--- src/rtl/uart_tfifo_pkg.sv ---
// Shared UART transmit-FIFO constants and small helpers.
// Every FIFO dimension used by uart_tfifo and its storage comes from here.
package uart_tfifo_pkg;

   localparam int UART_FIFO_WIDTH     = 8;   // data word width
   localparam int UART_FIFO_DEPTH     = 16;  // number of storage entries
   localparam int UART_FIFO_POINTER_W = 4;   // read/write pointer width
   localparam int UART_FIFO_COUNTER_W = 5;   // occupancy counter width (0..DEPTH)

   // Kind of pointer/count movement requested in one cycle.
   typedef enum logic [1:0] {
      FIFO_IDLE = 2'b00,
      FIFO_POP  = 2'b01,
      FIFO_PUSH = 2'b10,
      FIFO_BOTH = 2'b11
   } fifo_op_e;

endpackage

--- src/rtl/uart_tfifo_mem.sv ---
// Storage array for the UART transmit FIFO: one write port and one
// asynchronous (show-ahead) read port. Entries are individually cleared
// by the system reset so the head reads zero straight out of reset.
module uart_tfifo_mem
   import uart_tfifo_pkg::*;
#(
   parameter int WIDTH  = UART_FIFO_WIDTH,
   parameter int DEPTH  = UART_FIFO_DEPTH,
   parameter int ADDR_W = UART_FIFO_POINTER_W
) (
   input  logic              clk,
   input  logic              wb_rst_i,
   input  logic              we,
   input  logic [ADDR_W-1:0] waddr,
   input  logic [WIDTH-1:0]  wdata,
   input  logic [ADDR_W-1:0] raddr,
   output logic [WIDTH-1:0]  rdata
);

   logic [WIDTH-1:0] storage_reg [DEPTH];

   generate
      for (genvar gi = 0; gi < DEPTH; gi++) begin : g_entry
         // Each entry loads the write data when addressed; cleared by reset.
         always_ff @(posedge clk or posedge wb_rst_i) begin
            if (wb_rst_i)
               storage_reg[gi] <= '0;
            else if (we && (waddr == ADDR_W'(gi)))
               storage_reg[gi] <= wdata;
         end
      end
   endgenerate

   // Head entry is visible without read latency.
   assign rdata = storage_reg[raddr];

endmodule

--- src/rtl/uart_tfifo.sv ---
// UART transmit FIFO: circular buffer with show-ahead output, registered
// occupancy count and a sticky overrun flag. The storage lives in
// uart_tfifo_mem; pointer, count and flag control live here.
module uart_tfifo
   import uart_tfifo_pkg::*;
#(
   parameter int FIFO_WIDTH     = UART_FIFO_WIDTH,
   parameter int FIFO_DEPTH     = UART_FIFO_DEPTH,
   parameter int FIFO_POINTER_W = UART_FIFO_POINTER_W,
   parameter int FIFO_COUNTER_W = UART_FIFO_COUNTER_W
) (
   input  logic                      clk,
   input  logic                      wb_rst_i,
   input  logic [FIFO_WIDTH-1:0]     data_in,
   input  logic                      push,
   input  logic                      pop,
   input  logic                      fifo_reset,
   input  logic                      reset_status,
   output logic [FIFO_WIDTH-1:0]     data_out,
   output logic [FIFO_COUNTER_W-1:0] count,
   output logic                      overrun
);

   localparam logic [FIFO_COUNTER_W-1:0] FULL_COUNT = FIFO_COUNTER_W'(FIFO_DEPTH);
   localparam logic [FIFO_POINTER_W-1:0] PTR_ONE    = FIFO_POINTER_W'(1);
   localparam logic [FIFO_COUNTER_W-1:0] CNT_ONE    = FIFO_COUNTER_W'(1);

   logic [FIFO_POINTER_W-1:0] top_reg, top_next;
   logic [FIFO_POINTER_W-1:0] bottom_reg, bottom_next;
   logic [FIFO_COUNTER_W-1:0] count_reg, count_next;
   logic                      overrun_reg, overrun_next;

   logic     fifo_empty;
   logic     fifo_full;
   logic     do_pop;
   logic     do_push;
   logic     mem_we;
   fifo_op_e fifo_op;

   assign fifo_empty = (count_reg == '0);
   assign fifo_full  = (count_reg == FULL_COUNT);

   // A pop on an empty FIFO is ignored. A push into a full FIFO is only
   // accepted when a pop frees the head slot in the same cycle.
   assign do_pop  = pop && !fifo_empty;
   assign do_push = push && (!fifo_full || do_pop);
   assign fifo_op = fifo_op_e'({do_push, do_pop});

   // A flush also blocks the same-cycle write so the pushed word is dropped.
   assign mem_we = do_push && !fifo_reset;

   // Next-state for pointers, count and overrun; flush has top priority.
   always_comb begin
      top_next     = top_reg;
      bottom_next  = bottom_reg;
      count_next   = count_reg;
      overrun_next = overrun_reg;

      if (fifo_reset) begin
         top_next     = '0;
         bottom_next  = '0;
         count_next   = '0;
         overrun_next = 1'b0;
      end else begin
         unique case (fifo_op)
            FIFO_PUSH: begin
               top_next   = top_reg + PTR_ONE;
               count_next = count_reg + CNT_ONE;
            end
            FIFO_POP: begin
               bottom_next = bottom_reg + PTR_ONE;
               count_next  = count_reg - CNT_ONE;
            end
            FIFO_BOTH: begin
               top_next    = top_reg + PTR_ONE;
               bottom_next = bottom_reg + PTR_ONE;
            end
            default: ;
         endcase

         // Clearing the flag wins over a same-cycle overflow.
         if (reset_status)
            overrun_next = 1'b0;
         else if (push && fifo_full && !pop)
            overrun_next = 1'b1;
      end
   end

   // Control state register with asynchronous system reset.
   always_ff @(posedge clk or posedge wb_rst_i) begin
      if (wb_rst_i) begin
         top_reg     <= '0;
         bottom_reg  <= '0;
         count_reg   <= '0;
         overrun_reg <= 1'b0;
      end else begin
         top_reg     <= top_next;
         bottom_reg  <= bottom_next;
         count_reg   <= count_next;
         overrun_reg <= overrun_next;
      end
   end

   uart_tfifo_mem #(
      .WIDTH  (FIFO_WIDTH),
      .DEPTH  (FIFO_DEPTH),
      .ADDR_W (FIFO_POINTER_W)
   ) u_mem (
      .clk      (clk),
      .wb_rst_i (wb_rst_i),
      .we       (mem_we),
      .waddr    (top_reg),
      .wdata    (data_in),
      .raddr    (bottom_reg),
      .rdata    (data_out)
   );

   assign count   = count_reg;
   assign overrun = overrun_reg;

endmodule

--- config.mk ---
export PLATFORM = sky130hd
export DESIGN_NAME = uart_tfifo
export DESIGN_NICKNAME = d
export VERILOG_FILES = /design/src/rtl/uart_tfifo_pkg.sv /design/src/rtl/uart_tfifo_mem.sv /design/src/rtl/uart_tfifo.sv
export SDC_FILE = /design/constraint.sdc
export NUM_CORES = 1
export LEC_CHECK = 0
export ABC_AREA = 0
export ABC_CLOCK_PERIOD_IN_PS = 4000
export CORE_MARGIN = 8
export CORE_UTILIZATION = 35
export CTS_CLUSTER_SIZE = 14
export DETAILED_ROUTE_END_ITERATION = 6
export GPL_ROUTABILITY_DRIVEN = 0
export PLACE_DENSITY = 0.56
export SLEW_MARGIN = 25
export SYNTH_ARGS = -nofsm -noshare
export SYNTH_HDL_FRONTEND = slang
export SYNTH_HIERARCHICAL = 1
export SYNTH_SLANG_ARGS = --single-unit
--- constraint.sdc ---
create_clock -name clk -period 4 [get_ports clk]
set_input_delay 0.8 -clock clk [delete_from_list [all_inputs] [get_ports clk]]
set_output_delay 0.8 -clock clk [all_outputs]
set_load 0.05 [all_outputs]
==> flow_metrics.py, run 1 <==
metrics = {
    "sta": {
        "fmax_ghz": 0.2720,
        "skew_ns": 0.005039,
        "tightest_slew_ns": 0.7306,
        "maxSlewViolCount": 0,
        "setup-tns-final_ns": 0,
        "setup_viol_count_final": 0,
        "max-slew-margin-rel": 0.5130,
        "hold_viol": 0,
        "period_needed_ns": 3.677,
        "rsz0062_at_grt": "false",
        "fin_crit_sh": 0.9191,
    },
    "clocking": {
        "clkSlewWorstSetupHoldPaths_ns": 0.06,
        "ctsResizeCount": 0,
        "root_buffer": "clkbuf_16",
        "h-tree-depth": 4,
        "clock_latency_ns": 0.41,
        "cts.path.max_buffers": 2,
        "ctsHoldBuffers": 0,
        "cts_made_buffers": 17,
        "cts_tree": "done",
        "clock_sinks": 142,
        "cts_setup_buffers": 0,
    },
    "logic_synthesis": {
        "seq_area_frac_synth": 0.5187,
        "synth_edf_count": 0,
        "synth_cell_types": 44,
        "synthesis.instances": 465,
        "syn_area_per_cell_sq_um": 14.73,
        "synth_area_sq_mm": 0.006850,
        "synth-main-ff-cell": "dfrtp_1",
        "syn-num-nets": 485,
        "synth-warning-count": 6,
        "ys_async_sr_fraction": 1.000,
        "synth_seq_cells": 142,
    },
    "setup_path": {
        "reg2reg_from": "count[0]",
        "worstSetupStartpoint": "bottom_reg[0]",
        "cp-end-kind": "output port",
        "max_stage_delay_ns": 0.72,
        "path_class": "reg2out",
        "critPathRequiredTime_ns": 3.20,
        "arrival_ns": 2.88,
        "slowest_stage": "clkdlybuf4s50_1",
        "cp-start-kind": "flip-flop",
        "crit_chain": "buf_12, mux4_2, a22oi_1, nand2_1, clkdlybuf4s50_1",
        "crit_path_max_fanout": 29,
    },
    "place": {
        "detailed_place.area_sq_mm": 0.007462,
        "io_buffers": 27,
        "post-dp-hpwl_mm": 10.57,
    },
    "worst_hold_path": {
        "min_from": "u_mem/storage_reg[103]",
        "hp-class": "reg2reg",
    },
    "finish": {
        "nFillCells": 1741,
        "layout-drive-gt1-share": 0.4339,
        "nets": 521,
        "multiInputGateArea_sq_mm": 0.003100,
        "final_util": 0.4175,
        "largest_register_ffs": 128,
        "n_antenna_cell": 0,
        "regArea_sq_mm": 0.003555,
        "final_cell_area_sq_mm": 0.008071,
        "area_growth_pct": 17.83,
    },
    "power_and_ir_drop": {
        "combPwrFrac": 0.273,
        "ir_drop_v": 0.0004126,
        "p_sw_frac": 0.3067,
        "p_int_mw": 3.215,
        "p_switching_mw": 1.422,
        "power_frac_seq": 0.379,
        "power.leakage_nw": 3.738,
        "clockPowerShare": 0.349,
        "p_per_area_mw_per_mm2": 574.4,
    },
    "global_routing": {
        "antenna_found_initial": 0,
        "grt_pass1_wl_mm": 25.88,
        "grt_overflow": 0,
        "grt_pass1_vias": 4346,
        "grt_max_degree": 85,
        "grt_usage": 0.1409,
    },
    "die": {
        "dieHeight_microns": 155.9,
        "start_util": 0.3543,
        "core_sq_mm": 0.01933,
        "die-area_sq_mm": 0.02430,
        "io_pins": 28,
        "num_rows": 51,
        "die_w_microns": 155.9,
    },
    "detailed_routing": {
        "via_count": 4022,
        "drc_errors": 0,
        "via_per_inst": 5.163,
        "dr.pass1.iters": 4,
        "drt-initial-drc-count": 201,
        "drt-wirelength-per-cell_microns": 20.48,
        "routed_wl_mm": 15.96,
        "antenna_left": 0,
    },
    "flow_run": {
        "drv_cap": 0,
    },
    "run_status": {
        "outcome": "finished, final reports clean",
    },
}
[cell usage in the layout (no fill, tap or decap), types with 4 or more instances in the layout]
cell type	synthesis	routed
nand2b_1	5	5
ha_1	5	5
buf_4	4	18
nor2_1	18	18
mux2_2	104	104
inv_1	7	6
mux4_2	32	32
mux2i_1	5	5
mux2_1	8	8
xor2_1	4	4
clkdlybuf4s50_1	0	25
a21oi_1	11	11
mux2_4	16	16
clkbuf_16	0	17
clkinv_2	0	5
nor2_2	8	8
xnor2_1	5	5
nand2_1	18	18
dfrtp_1	142	141
a22oi_1	16	16
[power by group through the flow]
stage	sequential [mW]	combinational [mW]	clock [mW]
floorplan	1.77	0.938	0
global placement	1.78	1.27	0
detailed placement	1.78	1.28	0
CTS	1.76	1.29	1.66
global route	1.78	1.37	1.72
finish	1.76	1.26	1.62
[worst paths after layout]
check / endpoint / slack, ns / cells past startpoint
max in group asynchronous: u_mem/storage_reg[18] / 2.25 / 3
worst min-delay path: u_mem/storage_reg[103] / 0.48 / 1
worst min register to register: u_mem/storage_reg[103] / 0.48 / 1
worst max-delay path: data_out[7] / 0.32 / 5
worst max register to register: u_mem/storage_reg[58] / 1.16 / 7
min in group asynchronous: count[2] / 0.85 / 2
[metrics by stage]
step	power [mW]	setup WS [ns]	instances	hold WS (ns)
3_5_place_dp	3.063	0.4608	747	0.4738
6_report	4.637	0.3234	779	0.4823
3_3_place_gp	3.048	0.4702	747	0.4672
5_1_grt	4.869	0.1438	779	0.5055
4_1_cts	4.703	0.2359	779	0.4881
2_1_floorplan	2.707	1.176	465	0.4526
[layout make-up]
cell class / instances / share of cell area
inverters: 7 / 0.003720
well taps: 265 / 0.04108
multi-input cells: 287 / 0.3841
clock buffers: 21 / 0.05829
clock inverters: 11 / 0.01721
repair buffers: 46 / 0.05519
flip-flops and latches: 142 / 0.4404
[cell families after synthesis]
logic type / share of synthesized area
fa+ha+maj: 0.01205
simple gates: 0.05900
buf+inv: 0.02867
compound gates: 0.03836
xor+xnor: 0.01151
mux: 0.3317
flops: 0.5187
[synthesized netlist by cell type (3+ instances only)]
cell,n,area (sq um)
buf_4,4,30.03
clkbuf_1,12,45.04
ha_1,5,62.56
buf_2,7,35.03
buf_6,5,56.30
mux2_1,8,90.09
nor2_2,8,50.05
a21oi_1,11,55.05
nand3_1,3,15.01
mux2i_1,5,50.05
mux2_2,104,1171
xor2_1,4,35.03
nor2_1,18,67.56
nor2b_1,3,18.77
nand2_1,18,67.56
inv_1,7,26.28
xnor2_1,5,43.79
mux2_4,16,240.2
dfrtp_1,142,3553
nand2b_1,5,31.28
or3_1,3,18.77
a22oi_1,16,120.1
mux4_2,32,720.7
[worst max-delay path: cells and delay by family, from the launching register on]
kind	cells	cell delay [ns]
buffers and inverters	2	1.00
flip-flops	1	0.52
multiplexers	1	0.53
AO/OA/AOI/OAI	1	0.29
AND/OR/NAND/NOR	1	0.10
[layer usage]
layer,share of wire,track usage,vias up
li1,-,-,1783
met1,0.46,0.1878,2125
met2,0.48,0.2199,94
met3,0.044,0.03490,20
met4,0.021,0.04713,0
met5,0,0,-
Power figures use the tool's default switching activity.
==> run 2, diff against run 1 <==
--- a/config.mk
+++ b/config.mk
@@ -9,6 +9,7 @@
 export ABC_CLOCK_PERIOD_IN_PS = 4000
 export CORE_MARGIN = 8
 export CORE_UTILIZATION = 35
+export CTS_BUF_LIST = sky130_fd_sc_hd__clkbuf_16
 export CTS_CLUSTER_SIZE = 14
 export DETAILED_ROUTE_END_ITERATION = 6
 export GPL_ROUTABILITY_DRIVEN = 0
==> flow_metrics.py, run 2 (synthesized netlist as in run 1, its figures left out) <==
metrics = {
    "sta": {
        "period_needed_ns": 3.676,
        "setup_slack_ns": 0.3238,
        "tightest_slew_ns": 0.7324,
        "rsz0062_at_grt": "false",
        "fmax_ghz": 0.2720,
        "fin_crit_sh": 0.9191,
        "hold_viol": 0,
        "maxSlewViolCount": 0,
        "skew_ns": 0.005685,
        "setup-tns-final_ns": 0,
        "setup_viol_count_final": 0,
        "max-slew-margin-rel": 0.5118,
    },
    "finish": {
        "final_util": 0.4159,
        "largest_register_ffs": 128,
        "nets": 521,
        "layout-drive-gt1-share": 0.4280,
        "area_growth_pct": 17.39,
        "n_antenna_cell": 0,
        "final_common_cell": "dfrtp_1",
        "layout_common_cells": "141 x dfrtp_1, 104 x mux2_2, 32 x mux4_2",
        "final_cell_area_sq_mm": 0.008041,
    },
    "detailed_routing": {
        "drc_errors": 0,
        "routed_wl_mm": 15.99,
        "via_count": 4035,
        "dr.pass1.iters": 4,
        "via_per_inst": 5.180,
        "drt-initial-drc-count": 182,
        "drt-wirelength-per-cell_microns": 20.53,
        "antenna_left": 0,
    },
    "setup_path": {
        "path_class": "reg2out",
        "cp-end-kind": "output port",
        "arrival_ns": 2.88,
        "rr_worst_depth": 7,
        "reg2reg_from": "count[0]",
        "cp-start-kind": "flip-flop",
        "crit_path_max_fanout": 29,
        "crit_end": "data_out[7]",
        "worstSetupStartpoint": "bottom_reg[0]",
        "rr_endpoint": "u_mem/storage_reg[58]",
        "critPathRequiredTime_ns": 3.20,
        "r2r_setup_slack_ns": 1.17,
    },
    "global_routing": {
        "antenna_found_initial": 0,
        "grt_overflow": 0,
        "grt_pass1_vias": 4339,
        "grt_usage": 0.1408,
        "grt_max_degree": 85,
        "grt_pass1_wl_mm": 25.86,
    },
    "power_and_ir_drop": {
        "power.leakage_nw": 3.725,
        "p_per_area_mw_per_mm2": 569.6,
        "ir_drop_v": 0.0004138,
        "total_power_mw": 4.580,
    },
    "clocking": {
        "ctsResizeCount": 0,
        "cts.path.max_buffers": 2,
        "clock_latency_ns": 0.41,
        "ctsHoldBuffers": 0,
        "cts_made_buffers": 17,
        "clkSlewWorstSetupHoldPaths_ns": 0.06,
        "root_buffer": "clkbuf_16",
        "cts_setup_buffers": 0,
        "cts_tree": "done",
        "clock_sinks": 142,
        "h-tree-depth": 4,
    },
    "worst_hold_path": {
        "hp-class": "reg2reg",
    },
    "die": {
        "num_rows": 51,
        "start_util": 0.3543,
        "die_w_microns": 155.9,
        "dieHeight_microns": 155.9,
        "io_pins": 28,
        "core_sq_mm": 0.01933,
        "die-area_sq_mm": 0.02430,
    },
    "run_status": {
        "outcome": "finished, final reports clean",
    },
    "place": {
        "post-place-ws_ns": 0.4608,
        "detailed_place.area_sq_mm": 0.007462,
        "post-dp-hpwl_mm": 10.57,
        "io_buffers": 27,
    },
    "flow_run": {
        "drv_cap": 0,
    },
}
## run 2: changes by cell type in the layout (fill, tap and decap cells not counted), sizes merged
cell	previous run	this run
clkbuf	21	17
inv	6	7
clkinv	6	9
## run 2: area by class of cell
cell class              instances  area, sq um
clock buffers                  17        425.4
clock inverters                15        153.9
multi-input cells             287         3100
flip-flops and latches        142         3555
well taps                     265        331.6
fillers                      1749        11290
inverters                       7        30.03
repair buffers                 46        445.4
## run 2: routing by layer
layer	global-route usage	vias up	share of wire
met3	0.03490	18	0.041
li1	-	1782	-
met5	0	-	0
met4	0.04529	0	0.019
met1	0.1876	2143	0.46
met2	0.2207	92	0.48
## run 2: report_power, final
part           switching, mW  internal, mW  total, mW
registers              0.151          1.61       1.76
logic                  0.682         0.582       1.26
clock network          0.593         0.965       1.56
## run 2: worst max-delay path, cell delays in order (launching register included)
cell and delay, ns:
dfrtp_2 0.52, buf_12 0.28, mux4_2 0.53, a22oi_1 0.28
nand2_1 0.10, clkdlybuf4s50_1 0.72
## run 2: worst min path at each step
stage	slack, ns	endpoint	start	cells after the start
3_3_place_gp	0.47	u_mem/storage_reg[99]	u_mem/storage_reg[99]	1
3_5_place_dp	0.47	u_mem/storage_reg[99]	u_mem/storage_reg[99]	1
5_1_grt	0.51	u_mem/storage_reg[96]	u_mem/storage_reg[96]	1
2_1_floorplan	0.45	u_mem/storage_reg[100]	u_mem/storage_reg[100]	1
6_report	0.48	u_mem/storage_reg[103]	u_mem/storage_reg[103]	1
4_1_cts	0.49	u_mem/storage_reg[99]	u_mem/storage_reg[99]	1
## run 2: through the flow
stage          hold WS, ns  std cells
3_3_place_gp        0.4672        747
6_report            0.4845        779
5_1_grt             0.5055        779
3_5_place_dp        0.4738        747
4_1_cts             0.4879        779
2_1_floorplan       0.4526        465
==> run 3, diff against run 2 <==
--- a/config.mk
+++ b/config.mk
@@ -6,14 +6,14 @@
 export NUM_CORES = 1
 export LEC_CHECK = 0
 export ABC_AREA = 0
-export ABC_CLOCK_PERIOD_IN_PS = 4000
+export CAP_MARGIN = 20
 export CORE_MARGIN = 8
 export CORE_UTILIZATION = 35
 export CTS_BUF_LIST = sky130_fd_sc_hd__clkbuf_16
 export CTS_CLUSTER_SIZE = 14
 export DETAILED_ROUTE_END_ITERATION = 6
 export GPL_ROUTABILITY_DRIVEN = 0
-export PLACE_DENSITY = 0.56
+export PLACE_DENSITY = 0.54
 export SLEW_MARGIN = 25
 export SYNTH_ARGS = -nofsm -noshare
 export SYNTH_HDL_FRONTEND = slang
==> constraint.sdc (replaced) <==
create_clock -name clk -period 4.5 [get_ports clk]
set_input_delay 0.9 -clock clk [delete_from_list [all_inputs] [get_ports clk]]
set_output_delay 0.9 -clock clk [all_outputs]
set_load 0.05 [all_outputs]
==> flow_metrics.py, run 3 (synthesized netlist as in run 1, its figures left out) <==
metrics = {
    "run_status": {
        "outcome": "finished, final reports clean",
    },
    "finish": {
        "final_util": 0.4088,
        "instances_no_fill": 767,
        "nets": 509,
        "n_antenna_cell": 0,
        "area_growth_pct": 15.38,
        "final_cell_area_sq_mm": 0.007904,
        "final_common_cell": "dfrtp_1",
        "largest_register_ffs": 128,
        "layout-drive-gt1-share": 0.4024,
        "layout_common_cells": "141 x dfrtp_1, 104 x mux2_2, 32 x mux4_2",
    },
    "power_and_ir_drop": {
        "ir_drop_v": 0.0002980,
        "p_int_mw": 2.736,
        "p_per_area_mw_per_mm2": 504.8,
        "p_sw_frac": 0.3141,
        "combPwrFrac": 0.288,
        "total_power_mw": 3.990,
        "power.leakage_nw": 3.665,
        "p_switching_mw": 1.253,
        "clockPowerShare": 0.324,
        "power_frac_seq": 0.388,
    },
    "sta": {
        "skew_ns": 0.004719,
        "fmax_ghz": 0.2580,
        "max-slew-margin-rel": 0.4443,
        "setup_viol_count_final": 0,
        "setup_slack_ns": 0.6247,
        "hold_viol": 0,
        "fin_hold_ws_ns": 0.4774,
        "fin_crit_sh": 0.8612,
        "period_needed_ns": 3.875,
        "rsz0062_at_grt": "false",
        "maxSlewViolCount": 0,
        "setup-tns-final_ns": 0,
        "tightest_slew_ns": 0.8319,
    },
    "global_routing": {
        "grt_pass1_vias": 4309,
        "antenna_found_initial": 0,
        "grt_overflow": 0,
        "grt_max_degree": 66,
        "grt_usage": 0.1323,
        "grt_pass1_wl_mm": 24.24,
    },
    "die": {
        "io_pins": 28,
        "num_rows": 51,
        "core_sq_mm": 0.01933,
        "dieHeight_microns": 155.9,
        "start_util": 0.3543,
        "die-area_sq_mm": 0.02430,
        "die_w_microns": 155.9,
    },
    "place": {
        "post-dp-hpwl_mm": 9.499,
        "io_buffers": 27,
        "dp_cells": 735,
        "detailed_place.area_sq_mm": 0.007363,
        "post-place-ws_ns": 0.7601,
    },
    "setup_path": {
        "critPathRequiredTime_ns": 3.60,
        "crit_path_max_fanout": 26,
        "cp-start-kind": "flip-flop",
        "cp-end-kind": "output port",
        "path_class": "reg2out",
        "arrival_ns": 2.98,
    },
    "clocking": {
        "clock_sinks": 142,
        "clkSlewWorstSetupHoldPaths_ns": 0.05,
        "cts.path.max_buffers": 2,
        "clock_latency_ns": 0.42,
        "ctsResizeCount": 0,
        "cts_tree": "done",
        "cts_setup_buffers": 0,
        "root_buffer": "clkbuf_16",
        "ctsHoldBuffers": 0,
        "cts_made_buffers": 17,
        "h-tree-depth": 4,
    },
    "detailed_routing": {
        "antenna_left": 0,
        "routed_wl_mm": 14.93,
        "via_count": 3854,
        "dr.pass1.iters": 4,
        "drt-wirelength-per-cell_microns": 19.46,
        "drt-initial-drc-count": 218,
        "drc_errors": 0,
        "via_per_inst": 5.025,
    },
    "worst_hold_path": {
        "hp-class": "reg2reg",
    },
    "flow_run": {
        "drv_cap": 0,
    },
}
==> run 3: cell types whose count changed in the layout (fill, tap and decap cells not counted), sizes merged <==
| cell | change |
|---|---|
| buf | -14 |
| bufinv | -1 |
| clkdlybuf4s50 | +2 |
| clkinv | -1 |
| clkinvlp | -3 |
| inv | +5 |
==> run 3: power groups by stage <==
stage               clock network (mW)  logic, mW  registers [mW]
floorplan                            0      0.833            1.57
global placement                     0       1.16            1.56
detailed placement                   0       1.17            1.57
CTS                               1.33       1.17            1.55
global route                      1.39       1.24            1.57
finish                            1.29       1.15            1.55
==> run 3: cell type report <==
cell class | instances | area (sq um)
repair buffers | 34 | 347.8
fillers | 1767 | 11430
flip-flops and latches | 142 | 3555
clock buffers | 17 | 425.4
well taps | 265 | 331.6
inverters | 7 | 28.78
clock inverters | 15 | 115.1
multi-input cells | 287 | 3100
==> run 3: worst paths after layout <==
check | startpoint | end | slack, ns | cells after the start
max reg2reg | count[0] | u_mem/storage_reg[57] | 1.70 | 7
max | bottom_reg[0] | data_out[7] | 0.62 | 5
min in group asynchronous | wb_rst_i | count[3] | 0.95 | 2
max in group asynchronous | wb_rst_i | u_mem/storage_reg[48] | 2.63 | 3
min | u_mem/storage_reg[98] | u_mem/storage_reg[98] | 0.48 | 1
min reg2reg | u_mem/storage_reg[98] | u_mem/storage_reg[98] | 0.48 | 1
==> run 3: critical path, stage by stage (launching register included) <==
cell and delay (ns):
dfrtp_2 0.58, buf_12 0.30, mux4_2 0.55, a22oi_1 0.28, nand2_1 0.13, clkdlybuf4s50_1 0.72
==> run 3: metal layers <==
metal  global-route usage  vias up  wire (microns)
li1                     -     1746               -
met1               0.1628     2031            6500
met2               0.2216       64            7605
met3              0.03407       13             645
met4              0.04529        0             177
met5                    0        -               0
